<file path="src/rtl/arb_pkg.sv">
// Shared definitions for the request/grant arbiter:
// FSM state encoding, the state enum built on it, and width helpers.
package arb_pkg;

  // State encoding of the arbiter FSM.
  localparam logic [1:0] ST_IDLE    = 2'd0;
  localparam logic [1:0] ST_GRANT   = 2'd1;
  localparam logic [1:0] ST_RELEASE = 2'd2;

  typedef enum logic [1:0] {
    S_IDLE    = ST_IDLE,
    S_GRANT   = ST_GRANT,
    S_RELEASE = ST_RELEASE
  } arb_state_t;

  // Ceiling log2: number of bits needed to encode 'value' distinct codes.
  function automatic int clog2(input int value);
    int v;
    int w;
    v = value - 1;
    w = 0;
    while (v > 0) begin
      w++;
      v = v >> 1;
    end
    return w;
  endfunction

  // Hold counter width: it only ever counts 0 .. max_hold-1, and is at
  // least one bit wide so the register exists for every configuration.
  function automatic int cnt_width(input int max_hold);
    return (max_hold <= 2) ? 1 : clog2(max_hold);
  endfunction

endpackage

</file>
<file path="src/rtl/arb_prio_pick.sv">
// Combinational priority pick used by req_priority_arbiter.
// Scans downward from i_start, wrapping from 0 to N-1, and returns the first
// requester that is not masked. With i_start tied to N-1 this is plain fixed
// priority (highest index wins); a moving i_start gives round robin, which
// the top enables with the RR_ARB_EN macro.
module arb_prio_pick import arb_pkg::*; #(
  parameter int N     = 4,
  parameter int IDX_W = clog2(N)
) (
  input  logic [N-1:0]     i_req,
  input  logic [N-1:0]     i_mask,
  input  logic [IDX_W-1:0] i_start,
  output logic [N-1:0]     o_pick,
  output logic [IDX_W-1:0] o_idx,
  output logic             o_any
);

  logic [N-1:0] w_elig;

  genvar gi;
  generate
    for (gi = 0; gi < N; gi++) begin : g_elig
      assign w_elig[gi] = i_req[gi] & ~i_mask[gi];
    end
  endgenerate

  // Visit candidates farthest-from-start first so the one closest to the
  // start pointer overwrites the others and wins.
  always_comb begin
    logic [IDX_W-1:0] cand_idx;
    cand_idx = '0;
    o_pick   = '0;
    o_idx    = '0;
    o_any    = 1'b0;
    for (int off = N - 1; off >= 0; off--) begin
      cand_idx = IDX_W'((int'(i_start) + N - off) % N);
      if (w_elig[cand_idx]) begin
        o_idx = cand_idx;
        o_any = 1'b1;
      end
    end
    if (o_any) begin
      o_pick[o_idx] = 1'b1;
    end
  end

endmodule

</file>
<file path="src/rtl/req_priority_arbiter.sv">
// req_priority_arbiter: shares one resource between N requesters with a
// registered req/gnt handshake.
//  - Requests are registered first; every decision works on that sampled
//    copy, so a request seen at one edge shows up as a grant one edge later,
//    and an owner dropping its request loses the grant one edge later too.
//  - The owner keeps the grant while its request stays high, up to MAX_HOLD
//    consecutive cycles (0 = unlimited). A forced release pulses timeout
//    during the last granted cycle and masks the old owner from the single
//    arbitration that follows.
//  - Every ownership ends with exactly one dead cycle (RELEASE).
//  - Macro RR_ARB_EN: round-robin arbitration instead of fixed priority
//    (highest index wins). Without it the rotating pointer is not built.
module req_priority_arbiter import arb_pkg::*; #(
  parameter int N        = 4,
  parameter int MAX_HOLD = 16,
  parameter int IDX_W    = clog2(N)
) (
  input  logic             clk,
  input  logic             rst_n,
  input  logic [N-1:0]     req,
  output logic [N-1:0]     gnt,
  output logic [IDX_W-1:0] gnt_idx,
  output logic             gnt_vld,
  output logic             timeout
);

  localparam int              CNT_W     = cnt_width(MAX_HOLD);
  localparam bit              LIMIT_EN  = (MAX_HOLD != 0);
  // Counter value of the final cycle an owner may hold the grant.
  localparam logic [CNT_W-1:0] HOLD_LAST = (MAX_HOLD == 0) ? '0 : CNT_W'(MAX_HOLD - 1);

  arb_state_t       r_state;
  logic [N-1:0]     r_req;
  logic [N-1:0]     r_mask;
  logic [CNT_W-1:0] r_hold_cnt;
  logic [N-1:0]     r_gnt;
  logic [IDX_W-1:0] r_gnt_idx;
  logic             r_gnt_vld;
  logic             r_timeout;

  logic [N-1:0]     w_pick;
  logic [IDX_W-1:0] w_idx;
  logic             w_any;
  logic [IDX_W-1:0] w_start;
  logic             w_new_grant;
  logic             w_owner_req;
  logic             w_owner_req_now;
  logic [CNT_W-1:0] w_cnt_inc;
  logic             w_limit_hit;

  // Arbitration only runs outside GRANT, so there is never preemption.
  assign w_new_grant     = (r_state != S_GRANT) && w_any;
  // Sampled request of the owner drives decisions; the live request is
  // what the next sample will be, used to time the timeout pulse.
  assign w_owner_req     = r_req[r_gnt_idx];
  assign w_owner_req_now = req[r_gnt_idx];
  assign w_cnt_inc       = r_hold_cnt + 1'b1;
  assign w_limit_hit     = LIMIT_EN && (r_hold_cnt == HOLD_LAST);

`ifdef RR_ARB_EN
  logic [IDX_W-1:0] r_rr_ptr;

  assign w_start = r_rr_ptr;

  // Move the search start just below each new owner, wrapping 0 -> N-1.
  always_ff @(posedge clk or negedge rst_n) begin
    if (!rst_n) begin
      r_rr_ptr <= IDX_W'(N - 1);
    end else if (w_new_grant) begin
      r_rr_ptr <= (w_idx == '0) ? IDX_W'(N - 1) : (w_idx - 1'b1);
    end
  end
`else
  assign w_start = IDX_W'(N - 1);
`endif

  arb_prio_pick #(
    .N     (N),
    .IDX_W (IDX_W)
  ) u_pick (
    .i_req   (r_req),
    .i_mask  (r_mask),
    .i_start (w_start),
    .o_pick  (w_pick),
    .o_idx   (w_idx),
    .o_any   (w_any)
  );

  // Arbiter FSM with hold counter, release mask and registered outputs.
  always_ff @(posedge clk or negedge rst_n) begin
    if (!rst_n) begin
      r_state    <= S_IDLE;
      r_req      <= '0;
      r_mask     <= '0;
      r_hold_cnt <= '0;
      r_gnt      <= '0;
      r_gnt_idx  <= '0;
      r_gnt_vld  <= 1'b0;
      r_timeout  <= 1'b0;
    end else begin
      r_req     <= req;
      r_timeout <= 1'b0;
      case (r_state)
        S_IDLE, S_RELEASE: begin
          // The mask from a forced release applies to this one arbitration.
          r_mask <= '0;
          if (w_any) begin
            r_state    <= S_GRANT;
            r_gnt      <= w_pick;
            r_gnt_idx  <= w_idx;
            r_gnt_vld  <= 1'b1;
            r_hold_cnt <= '0;
            // With a one-cycle limit the first granted cycle is also the last.
            r_timeout  <= LIMIT_EN && (HOLD_LAST == '0) && req[w_idx];
          end else begin
            r_state   <= S_IDLE;
            r_gnt     <= '0;
            r_gnt_vld <= 1'b0;
          end
        end
        S_GRANT: begin
          if (!w_owner_req) begin
            r_state   <= S_RELEASE;
            r_gnt     <= '0;
            r_gnt_vld <= 1'b0;
          end else if (w_limit_hit) begin
            r_state   <= S_RELEASE;
            r_gnt     <= '0;
            r_gnt_vld <= 1'b0;
            r_mask    <= r_gnt;
          end else begin
            if (LIMIT_EN) begin
              r_hold_cnt <= w_cnt_inc;
              // Pulse during the cycle in which the limit will force release.
              r_timeout  <= (w_cnt_inc == HOLD_LAST) && w_owner_req_now;
            end
          end
        end
        default: begin
          r_state   <= S_IDLE;
          r_gnt     <= '0;
          r_gnt_vld <= 1'b0;
          r_mask    <= '0;
        end
      endcase
    end
  end

  assign gnt     = r_gnt;
  assign gnt_idx = r_gnt_idx;
  assign gnt_vld = r_gnt_vld;
  assign timeout = r_timeout;

endmodule

</file>
<file path="config.mk">
export PLATFORM = sky130hd
export DESIGN_NAME = req_priority_arbiter
export DESIGN_NICKNAME = d
export VERILOG_FILES = /design/src/rtl/arb_pkg.sv /design/src/rtl/arb_prio_pick.sv /design/src/rtl/req_priority_arbiter.sv
export SDC_FILE = /design/constraint.sdc
export NUM_CORES = 1
export LEC_CHECK = 0
export BUFFER_PORTS_ARGS = -buffer_cell sky130_fd_sc_hd__buf_4
export CAP_MARGIN = 20
export CORE_UTILIZATION = 45
export DETAILED_ROUTE_END_ITERATION = 10
export PLACE_DENSITY = 0.66
export RECOVER_POWER = 100
export SLEW_MARGIN = 20
export SYNTH_ARGS = -nofsm -noshare
export SYNTH_HDL_FRONTEND = slang
export SYNTH_HIERARCHICAL = 1
export SYNTH_SLANG_ARGS = --single-unit
export TNS_END_PERCENT = 20
</file>
<file path="constraint.sdc">
create_clock -name clk -period 1.6 [get_ports clk]
set_input_delay 0.16 -clock clk [delete_from_list [all_inputs] [get_ports clk]]
set_output_delay 0.16 -clock clk [all_outputs]
set_load 0.005 [all_outputs]
</file>
==> results by group, run 1 <==
Drt
  • Violation count after the first detailed-route iteration: 10
  • Antenna-violating nets left: 0
  • Final wirelength: 2210 um
  • WL/cell: 13.6 um
  • DRC viols: 0
  • Number of vias after detailed routing: 840
  • DR pass1 iterations: 4
  • Vias per cell: 5.15

Place
  • Dpl hpwl: 1680 um
  • Post-placement cell count: 153
  • Count of port buffers added during placement: 13
  • Area post-placement: 0.00132 sq mm
  • Routability Congestion: 0.738

Min path
  • Terminating pin of the worst hold path: r_req[1]
  • Worst hold-check path type: primary input to flop
  • Worst hold stages: 2
  • Start point of the worst min-delay path: req[1]

Critical path
  • Worst path slowest cell: sky130_fd_sc_hd__mux4_2
  • Category of the critical setup timing path: flop to flop
  • Maximum fanout encountered on the critical timing path: 5
  • Endpoint arrival time on the critical path: 1730 ps
  • Data required, critical path: 1800 ps
  • Worst-path cell chain: mux4_2, and3_4, a22o_2
  • Number of cell instances on the worst register-to-register path: 3
  • Setup slack, reg-to-reg: 70 ps
  • Critical Path Source Type: flop
  • Launch point of the critical path: r_req[3]
  • Critical R2R Launch: r_req[3]
  • FF-to-FF End: gnt[0]
  • Largest stage delay on the critical path: 540 ps
  • Critical Path Sink Type: flop

Final layout
  • Design area: 0.00139 sq mm
  • Final core utilization: 0.565
  • Final-stage net count: 142
  • Most frequent cells in the layout: sky130_fd_sc_hd__nand2_1, sky130_fd_sc_hd__dfrtp_1, sky130_fd_sc_hd__clkbuf_4, sky130_fd_sc_hd__mux2i_1
  • Share of layout cells above drive strength 1: 0.278
  • Number of antenna diodes: 0
  • Area Overhead vs Synth: 19.9%
  • Fill cell total of the finished layout: 221
  • Filler-free cell count of the finished design: 163

Power and ir drop
  • Combinational cell fraction of total power: 0.402
  • Static leakage: 0.676 nW
  • Reg power frac: 0.444
  • Switching share of power: 0.358
  • Worst IR drop on VDD: 0.806 mV
  • Clock share of power: 0.154
  • Ratio of total power to cell area: 1200 mW/mm^2
  • Internal power: 1.07 mW
  • Switching power: 596 uW
  • Power after layout: 1.67 mW

Timing
  • Number of failing setup endpoints in the final timing report: 0
  • Maximum clock frequency: 654 MHz
  • Worst hold-check slack: 528 ps
  • Final Critical Period: 1530 ps
  • Max Transition Viols Final: 0
  • Setup skew after layout: 5.86 ps
  • Final hold viol count: 0
  • Fin crit share: 0.956
  • Actual transition at the worst max-transition pin: 1080 ps
  • Unrepaired setup endpoints after global routing: yes
  • Slew HR: 0.277

Synth
  • Biggest area consumer among synthesized cells: sky130_fd_sc_hd__dfrtp_1
  • Number of library cell types mapped by synthesis: 36
  • Synthesized netlist cell count: 105
  • Yosys Warn Count: 6
  • Most used flip-flop cell after synthesis: sky130_fd_sc_hd__dfrtp_1
  • Area contributors post-synth: sky130_fd_sc_hd__dfrtp_1, sky130_fd_sc_hd__mux2i_1, sky130_fd_sc_hd__nand2_1
  • Flip-flop and latch count after synthesis: 21
  • Portion of the post-synthesis area used by sequential elements: 0.454
  • Share of the synthesized area in the top cell type: 0.454
  • Count of flip-flops with a built-in enable after synthesis: 0
  • Post-Syn Area: 0.00116 sq mm
  • Fraction of synthesis flops using an asynchronous set or reset pin: 1.00
  • Average size of a mapped cell: 11.0 sq um

Floorplan
  • Die Area: 0.00278 sq mm
  • # IOs: 14
  • Vert. Die Dim: 52.7 um
  • Floorplan core area: 0.00245 sq mm
  • Floorplan die width: 52.7 um
  • Effective utilization at floorplan: 0.471
  • Std cell rows: 18

CTS
  • Clock slew seen by the registers of the worst setup and hold paths: 120 ps
  • Clock sink count: 21
  • Clock root buffer master: sky130_fd_sc_hd__clkbuf_4
  • Worst skew pair latency: 310 ps
  • Total number of H-tree levels: 1
  • CTS tree: built
  • TritonCTS buffer count: 3
  • Maximum buffer depth of the clock tree: 2
  • CTS resizes: 0

GRT
  • Largest net degree at the start of global routing: 22
  • M1 GR Usage: 0.243
  • First-pass GRT wire length: 3750 um
  • Total global routing track utilization: 0.192
  • Layer with the highest usage: met2
  • Via count of the first global-routing pass: 814
  • Routing usage on met3: 0.0261
  • GRT met2 Usage: 0.319
  • Global route total overflow: 0
  • Antenna violations before repair: 0

Outcome
  • Result of the run: completed

Flow run
  • Number of maximum-capacitance constraint violations: 0
critical path, delay by kind of cell (launching register included):
| family | cells | cell delay, ps |
|---|---|---|
| multiplexers | 1 | 540 |
| flip-flops | 1 | 440 |
| AO/OA/AOI/OAI | 1 | 250 |
| AND/OR/NAND/NOR | 1 | 190 |
worst max-delay path by stage:
stage	end	cells past startpoint
CTS	r_mask[1]	3
global route	r_hold_cnt[2]	6
global placement	r_mask[0]	3
floorplan	gnt[0]	3
finish	gnt[0]	3
detailed placement	r_mask[1]	3
power by group through the flow:
stage / registers (mW) / clock network [mW] / logic (mW)
2_1_floorplan: 0.744 / 0 / 0.415
3_3_place_gp: 0.751 / 0 / 0.666
3_5_place_dp: 0.752 / 0 / 0.676
4_1_cts: 0.742 / 0.259 / 0.693
5_1_grt: 0.756 / 0.285 / 0.743
6_report: 0.739 / 0.257 / 0.670
synth_stat cells, types with 2 or more instances:
library cell,number
sky130_fd_sc_hd__inv_1,4
sky130_fd_sc_hd__nand3b_1,2
sky130_fd_sc_hd__o21ai_0,2
sky130_fd_sc_hd__nor2_1,2
sky130_fd_sc_hd__ha_1,2
sky130_fd_sc_hd__mux2i_1,8
sky130_fd_sc_hd__nand2_1,21
sky130_fd_sc_hd__nand2b_1,2
sky130_fd_sc_hd__dfrtp_1,21
sky130_fd_sc_hd__nor2b_4,2
sky130_fd_sc_hd__clkbuf_1,2
sky130_fd_sc_hd__nand3_1,6
sky130_fd_sc_hd__nor2b_1,3
sky130_fd_sc_hd__o211ai_2,2
sky130_fd_sc_hd__a22o_2,4
sky130_fd_sc_hd__a21boi_0,2
per-stage QoR:
stage               setup WS, ps  setup TNS, ps
global route               -4.84          -13.8
global placement             109              0
finish                      70.4              0
CTS                         44.2              0
floorplan                    106              0
detailed placement          81.2              0
flip-flops by register name, indices dropped and copies added, names as in the netlist:
| signal | count |
|---|---|
| gnt | 4 |
| gnt_idx | 2 |
| gnt_vld | 1 |
| r_hold_cnt | 4 |
| r_mask | 4 |
| r_req | 4 |
| r_state | 1 |
| timeout | 1 |
per-layer routing:
layer,vias up,share of wire
met5,-,0
met4,0,0.020
met3,5,0.017
met2,9,0.51
met1,409,0.45
li1,417,-
logic make-up (layout without fill, tap and decap cells):
group,count (synthesis),after routing,share of synthesized area
XOR/XNOR,1,1,0.00757
adder cells (fa/ha/maj),2,2,0.0216
flip-flops,21,21,0.454
AND/OR/NAND/NOR,46,46,0.226
other,1,5,0.00324
multiplexers,10,10,0.111
AO/OA/AOI/OAI,16,16,0.141
buffers and inverters,8,32,0.0357
layout make-up:
class	count	area, sq um	share of cell area
clock buffers	4	26.3	0.0189
inverters	5	18.8	0.0135
multi-input cells	80	606	0.436
flip-flops and latches	21	526	0.379
well taps	30	37.5	0.0271
repair buffers	23	174	0.125
what timing repair did:
action,in CTS,in global routing
hold buffers,5,0
buffers inserted,0,1
setup endpoints to repair,0,6
hold endpoints to repair,25,0
Power figures use the tool's default switching activity.
==> run 2, diff against run 1 <==
MAX_ROUTING_LAYER = met4   (was default)
==> run 2 against run 1 <==
Worst setup slack is essentially flat. Core utilization is the same. Clock skew is essentially flat. Critical path depth is the same. Register-to-register slack is essentially flat. Clock power is essentially flat. Global-route usage grew 0.51 points. Combinational power is essentially flat. Design area is the same. Non-clock buffer count is the same. Power is essentially flat.
==> results by group, run 2 (synthesis results as in run 1) <==
Final layout
  • Area Overhead vs Synth: 19.9%
  • Final-stage net count: 142
  • Final core utilization: 0.565
  • Most frequent cells in the layout: sky130_fd_sc_hd__nand2_1, sky130_fd_sc_hd__dfrtp_1, sky130_fd_sc_hd__clkbuf_4, sky130_fd_sc_hd__mux2i_1
  • Filler-free cell count of the finished design: 163
  • Share of layout cells above drive strength 1: 0.278
  • Number of antenna diodes: 0
  • Design area: 0.00139 sq mm

Critical path
  • Endpoint arrival time on the critical path: 1730 ps
  • Critical Path Sink Type: flop
  • Critical R2R Launch: r_req[3]
  • Critical Path Source Type: flop
  • Data required, critical path: 1800 ps
  • Setup slack, reg-to-reg: 70 ps
  • Number of cell instances on the worst register-to-register path: 3
  • Category of the critical setup timing path: flop to flop
  • FF-to-FF End: gnt[0]
  • CP endpoint: gnt[0]
  • Maximum fanout encountered on the critical timing path: 5
  • Launch point of the critical path: r_req[3]

Floorplan
  • Die Area: 0.00278 sq mm
  • # IOs: 14
  • Vert. Die Dim: 52.7 um
  • Floorplan die width: 52.7 um
  • Effective utilization at floorplan: 0.471
  • Std cell rows: 18
  • Floorplan core area: 0.00245 sq mm

Drt
  • Vias per cell: 5.15
  • Number of vias after detailed routing: 840
  • Final wirelength: 2210 um
  • DR pass1 iterations: 4
  • Violation count after the first detailed-route iteration: 10
  • Antenna-violating nets left: 0
  • WL/cell: 13.6 um
  • DRC viols: 0

Power and ir drop
  • Power after layout: 1.67 mW
  • Worst IR drop on VDD: 0.806 mV
  • Ratio of total power to cell area: 1200 mW/mm^2
  • Static leakage: 0.676 nW

Place
  • Area post-placement: 0.00132 sq mm
  • Pre-CTS setup slack: 81.2 ps
  • Routability Congestion: 0.747
  • Dpl hpwl: 1680 um
  • Count of port buffers added during placement: 13
  • Post-placement cell count: 153

Min path
  • Worst hold-check path type: primary input to flop

GRT
  • Largest net degree at the start of global routing: 22
  • GRT met2 Usage: 0.319
  • Global route total overflow: 0
  • Layer with the highest usage: met2
  • Total global routing track utilization: 0.197
  • Antenna violations before repair: 0
  • Routing usage on met3: 0.0261
  • First-pass GRT wire length: 3740 um
  • M1 GR Usage: 0.243
  • Via count of the first global-routing pass: 814

CTS
  • CTS resizes: 0
  • CTS tree: built
  • Clock root buffer master: sky130_fd_sc_hd__clkbuf_4
  • Total number of H-tree levels: 1
  • Clock slew seen by the registers of the worst setup and hold paths: 120 ps
  • TritonCTS buffer count: 3
  • Maximum buffer depth of the clock tree: 2
  • Clock sink count: 21
  • Worst skew pair latency: 310 ps

Timing
  • Final Worst Setup Slack: 70.4 ps
  • Slew HR: 0.277
  • Maximum clock frequency: 654 MHz
  • Worst hold-check slack: 528 ps
  • Actual transition at the worst max-transition pin: 1080 ps
  • Final Critical Period: 1530 ps
  • Fin crit share: 0.956
  • Setup TNS Final: 0 ps
  • Unrepaired setup endpoints after global routing: yes
  • Final hold viol count: 0
  • Setup skew after layout: 5.83 ps
  • Max Transition Viols Final: 0
  • Number of failing setup endpoints in the final timing report: 0

Outcome
  • Result of the run: completed

Flow run
  • Number of maximum-capacitance constraint violations: 0
-- run 2: where the power goes --
part	total (mW)	switching, mW	leakage [nW]	internal [mW]
Combinational	0.670	0.334	0.388	0.336
Sequential	0.739	0.103	0.273	0.636
Clock	0.257	0.160	0.0150	0.0973
-- run 2: final cells by class --
class / count / area (sq um)
Inverter: 5 / 18.8
Timing Repair Buffer: 23 / 174
Sequential cell: 21 / 526
Fill cell: 221 / 1070
Clock buffer: 4 / 26.3
Multi-Input combinational cell: 80 / 606
Tap cell: 30 / 37.5
-- run 2: repair_timing --
item,4_1_cts,5_1_grt
endpoints found under the setup margin,0,6
endpoints found under the hold margin,25,0
hold buffers,5,0
setup buffers,0,1
-- run 2: routing by layer --
layer	vias to the layer above	share of wire
li1	417	-
met1	409	0.45
met2	9	0.51
met3	5	0.017
met4	0	0.020
met5	-	0
-- run 2: critical path: stages (launching register included) --
cell	delay [ps]
sky130_fd_sc_hd__dfrtp_1	440
sky130_fd_sc_hd__mux4_2	540
sky130_fd_sc_hd__and3_4	190
sky130_fd_sc_hd__a22o_2	250
-- run 2: worst min path at each step --
stage	from	to	slack [ps]	depth (start not counted)
2_1_floorplan	rst_n	gnt[0]	-140	0
3_3_place_gp	rst_n	r_mask[0]	50	1
3_5_place_dp	rst_n	gnt[0]	60	1
4_1_cts	rst_n	gnt_idx[0]	260	2
5_1_grt	req[0]	r_req[0]	500	2
6_report	req[1]	r_req[1]	530	2
==> run 3, diff against run 2 <==
CORE_UTILIZATION = 48   (was 45)
CTS_BUF_LIST = sky130_fd_sc_hd__clkbuf_4   (was default)
PLACE_DENSITY = 0.7   (was 0.66)
==> run 3 against run 2 <==
Register-to-register slack lost 20 ps. First-iteration DRC count shrank 40%. Largest power group unchanged. Via count shrank 0.36%. Sequential share of layout area shrank 0.24 points. Combinational power grew 2%. Worst hold slack gained 11 ps. Clock skew shrank 4.1 ps. Highest routed layer unchanged. Final cell count shrank 1.8%. Power grew 1.8%.
==> results by group, run 3 (synthesis results as in run 1) <==
Outcome
  • Result of the run: completed

GRT
  • Global route total overflow: 0
  • Antenna violations before repair: 0
  • Via count of the first global-routing pass: 838
  • Total global routing track utilization: 0.224
  • Largest net degree at the start of global routing: 22
  • First-pass GRT wire length: 4000 um

Final layout
  • Number of antenna diodes: 0
  • Fill cell total of the finished layout: 189
  • Final-stage net count: 141
  • Most frequent cells in the layout: sky130_fd_sc_hd__nand2_1, sky130_fd_sc_hd__dfrtp_1, sky130_fd_sc_hd__clkbuf_4, sky130_fd_sc_hd__mux2i_1
  • Filler-free cell count of the finished design: 160
  • Final core utilization: 0.625
  • Area Overhead vs Synth: 20.6%
  • Share of layout cells above drive strength 1: 0.303

Floorplan
  • Vert. Die Dim: 51.1 um
  • Die Area: 0.00261 sq mm
  • Floorplan die width: 51.1 um
  • Floorplan core area: 0.00223 sq mm
  • # IOs: 14
  • Std cell rows: 17
  • Effective utilization at floorplan: 0.518

Power and ir drop
  • Switching share of power: 0.351
  • Static leakage: 0.684 nW
  • Clock share of power: 0.156
  • Combinational cell fraction of total power: 0.403
  • Internal power: 1.10 mW
  • Reg power frac: 0.440
  • Switching power: 595 uW
  • Worst IR drop on VDD: 0.714 mV
  • Ratio of total power to cell area: 1210 mW/mm^2

Timing
  • Max Transition Viols Final: 0
  • Final Worst Setup Slack: 50.4 ps
  • Final hold viol count: 0
  • Worst hold-check slack: 539 ps
  • Fin crit share: 0.968
  • Number of failing setup endpoints in the final timing report: 0
  • Actual transition at the worst max-transition pin: 1110 ps
  • Setup skew after layout: 1.70 ps
  • Setup TNS Final: 0 ps
  • Final Critical Period: 1550 ps
  • Maximum clock frequency: 645 MHz
  • Slew HR: 0.262
  • Unrepaired setup endpoints after global routing: yes

Place
  • Dpl hpwl: 1680 um
  • Post-placement cell count: 151
  • Pre-CTS setup slack: 67.3 ps
  • Count of port buffers added during placement: 13
  • Routability Congestion: 0.769

Drt
  • DRC viols: 0
  • Violation count after the first detailed-route iteration: 6
  • WL/cell: 14.4 um
  • Final wirelength: 2300 um
  • Antenna-violating nets left: 0
  • Vias per cell: 5.23
  • Number of vias after detailed routing: 837
  • DR pass1 iterations: 4

CTS
  • Clock root buffer master: sky130_fd_sc_hd__clkbuf_4
  • TritonCTS buffer count: 3
  • Worst skew pair latency: 290 ps
  • Maximum buffer depth of the clock tree: 2
  • Total number of H-tree levels: 1
  • CTS tree: built
  • Clock sink count: 21
  • Clock slew seen by the registers of the worst setup and hold paths: 110 ps

Critical path
  • FF-to-FF End: r_mask[1]
  • Number of cell instances on the worst register-to-register path: 3
  • Critical Path Source Type: flop
  • Data required, critical path: 1820 ps
  • Maximum fanout encountered on the critical timing path: 5
  • Critical R2R Launch: r_req[3]
  • Setup slack, reg-to-reg: 50 ps
  • Endpoint arrival time on the critical path: 1770 ps
  • Critical Path Sink Type: flop
  • Category of the critical setup timing path: flop to flop

Flow run
  • Number of maximum-capacitance constraint violations: 0

Min path
  • Start point of the worst min-delay path: req[1]
  • Worst hold stages: 2
  • Terminating pin of the worst hold path: r_req[1]
  • Worst hold-check path type: primary input to flop
-- run 3: cell count changes in the layout (fill, tap and decap cells not counted) --
cell	delta
sky130_fd_sc_hd__buf_4	-2
sky130_fd_sc_hd__clkbuf_4	+2
sky130_fd_sc_hd__buf_1	-1
sky130_fd_sc_hd__nand2b_1	-1
sky130_fd_sc_hd__nand2b_4	+1
sky130_fd_sc_hd__nand3_1	-1
sky130_fd_sc_hd__nand3_2	+1
sky130_fd_sc_hd__nor2b_1	-1
sky130_fd_sc_hd__nor2b_2	+1
-- run 3: layout make-up --
class	count	area, sq um	share of cell area
clock buffer	4	30.0	0.0215
inverter	5	18.8	0.0134
tap	28	35.0	0.0251
sequential	21	526	0.376
timing repair buffer	22	166	0.119
multi-input combinational	80	621	0.444
-- run 3: metal layers --
layer,up-vias,track usage,share of wire
met5,-,-,0
met4,0,0.125,0.0074
met3,2,0.0268,0.014
met2,7,0.338,0.51
met1,411,0.294,0.46
li1,417,-,-
-- run 3: per-stage QoR --
stage / power [mW] / instance area [sq um]
floorplan: 1.16 / 1170
global placement: 1.41 / 1310
detailed placement: 1.43 / 1310
CTS: 1.70 / 1390
global route: 1.84 / 1400
finish: 1.70 / 1400
-- run 3: worst max-delay path by stage --
stage                     startpoint         to  slack, ps
final                       r_req[3]  r_mask[1]         50
after global routing        r_req[3]  r_mask[1]        -30
after CTS                   r_req[3]  r_mask[1]         30
after detailed placement    r_req[3]  r_mask[1]         70
after global placement      r_req[1]     gnt[1]        120
after floorplan           gnt_idx[0]     gnt[0]        110
-- run 3: power by group through the flow --
stage	sequential [mW]	combinational, mW	clock [mW]
2_1_floorplan	0.744	0.415	0
3_3_place_gp	0.748	0.665	0
3_5_place_dp	0.755	0.675	0
4_1_cts	0.745	0.687	0.270
5_1_grt	0.762	0.771	0.302
6_report	0.747	0.684	0.265
-- run 3: critical path, cell delays in order, from the launching register on --
cell and delay, ps:
sky130_fd_sc_hd__dfrtp_1 430, sky130_fd_sc_hd__mux4_2 550, sky130_fd_sc_hd__nand4_1 240, sky130_fd_sc_hd__mux2i_1 250
-- run 3: timing repair --
action                                  CTS  global route
endpoints found under the setup margin    0            13
buffers inserted                          0             0
endpoints found under the hold margin    25             0
hold buffers                              5             0
gates resized for setup                   0             4
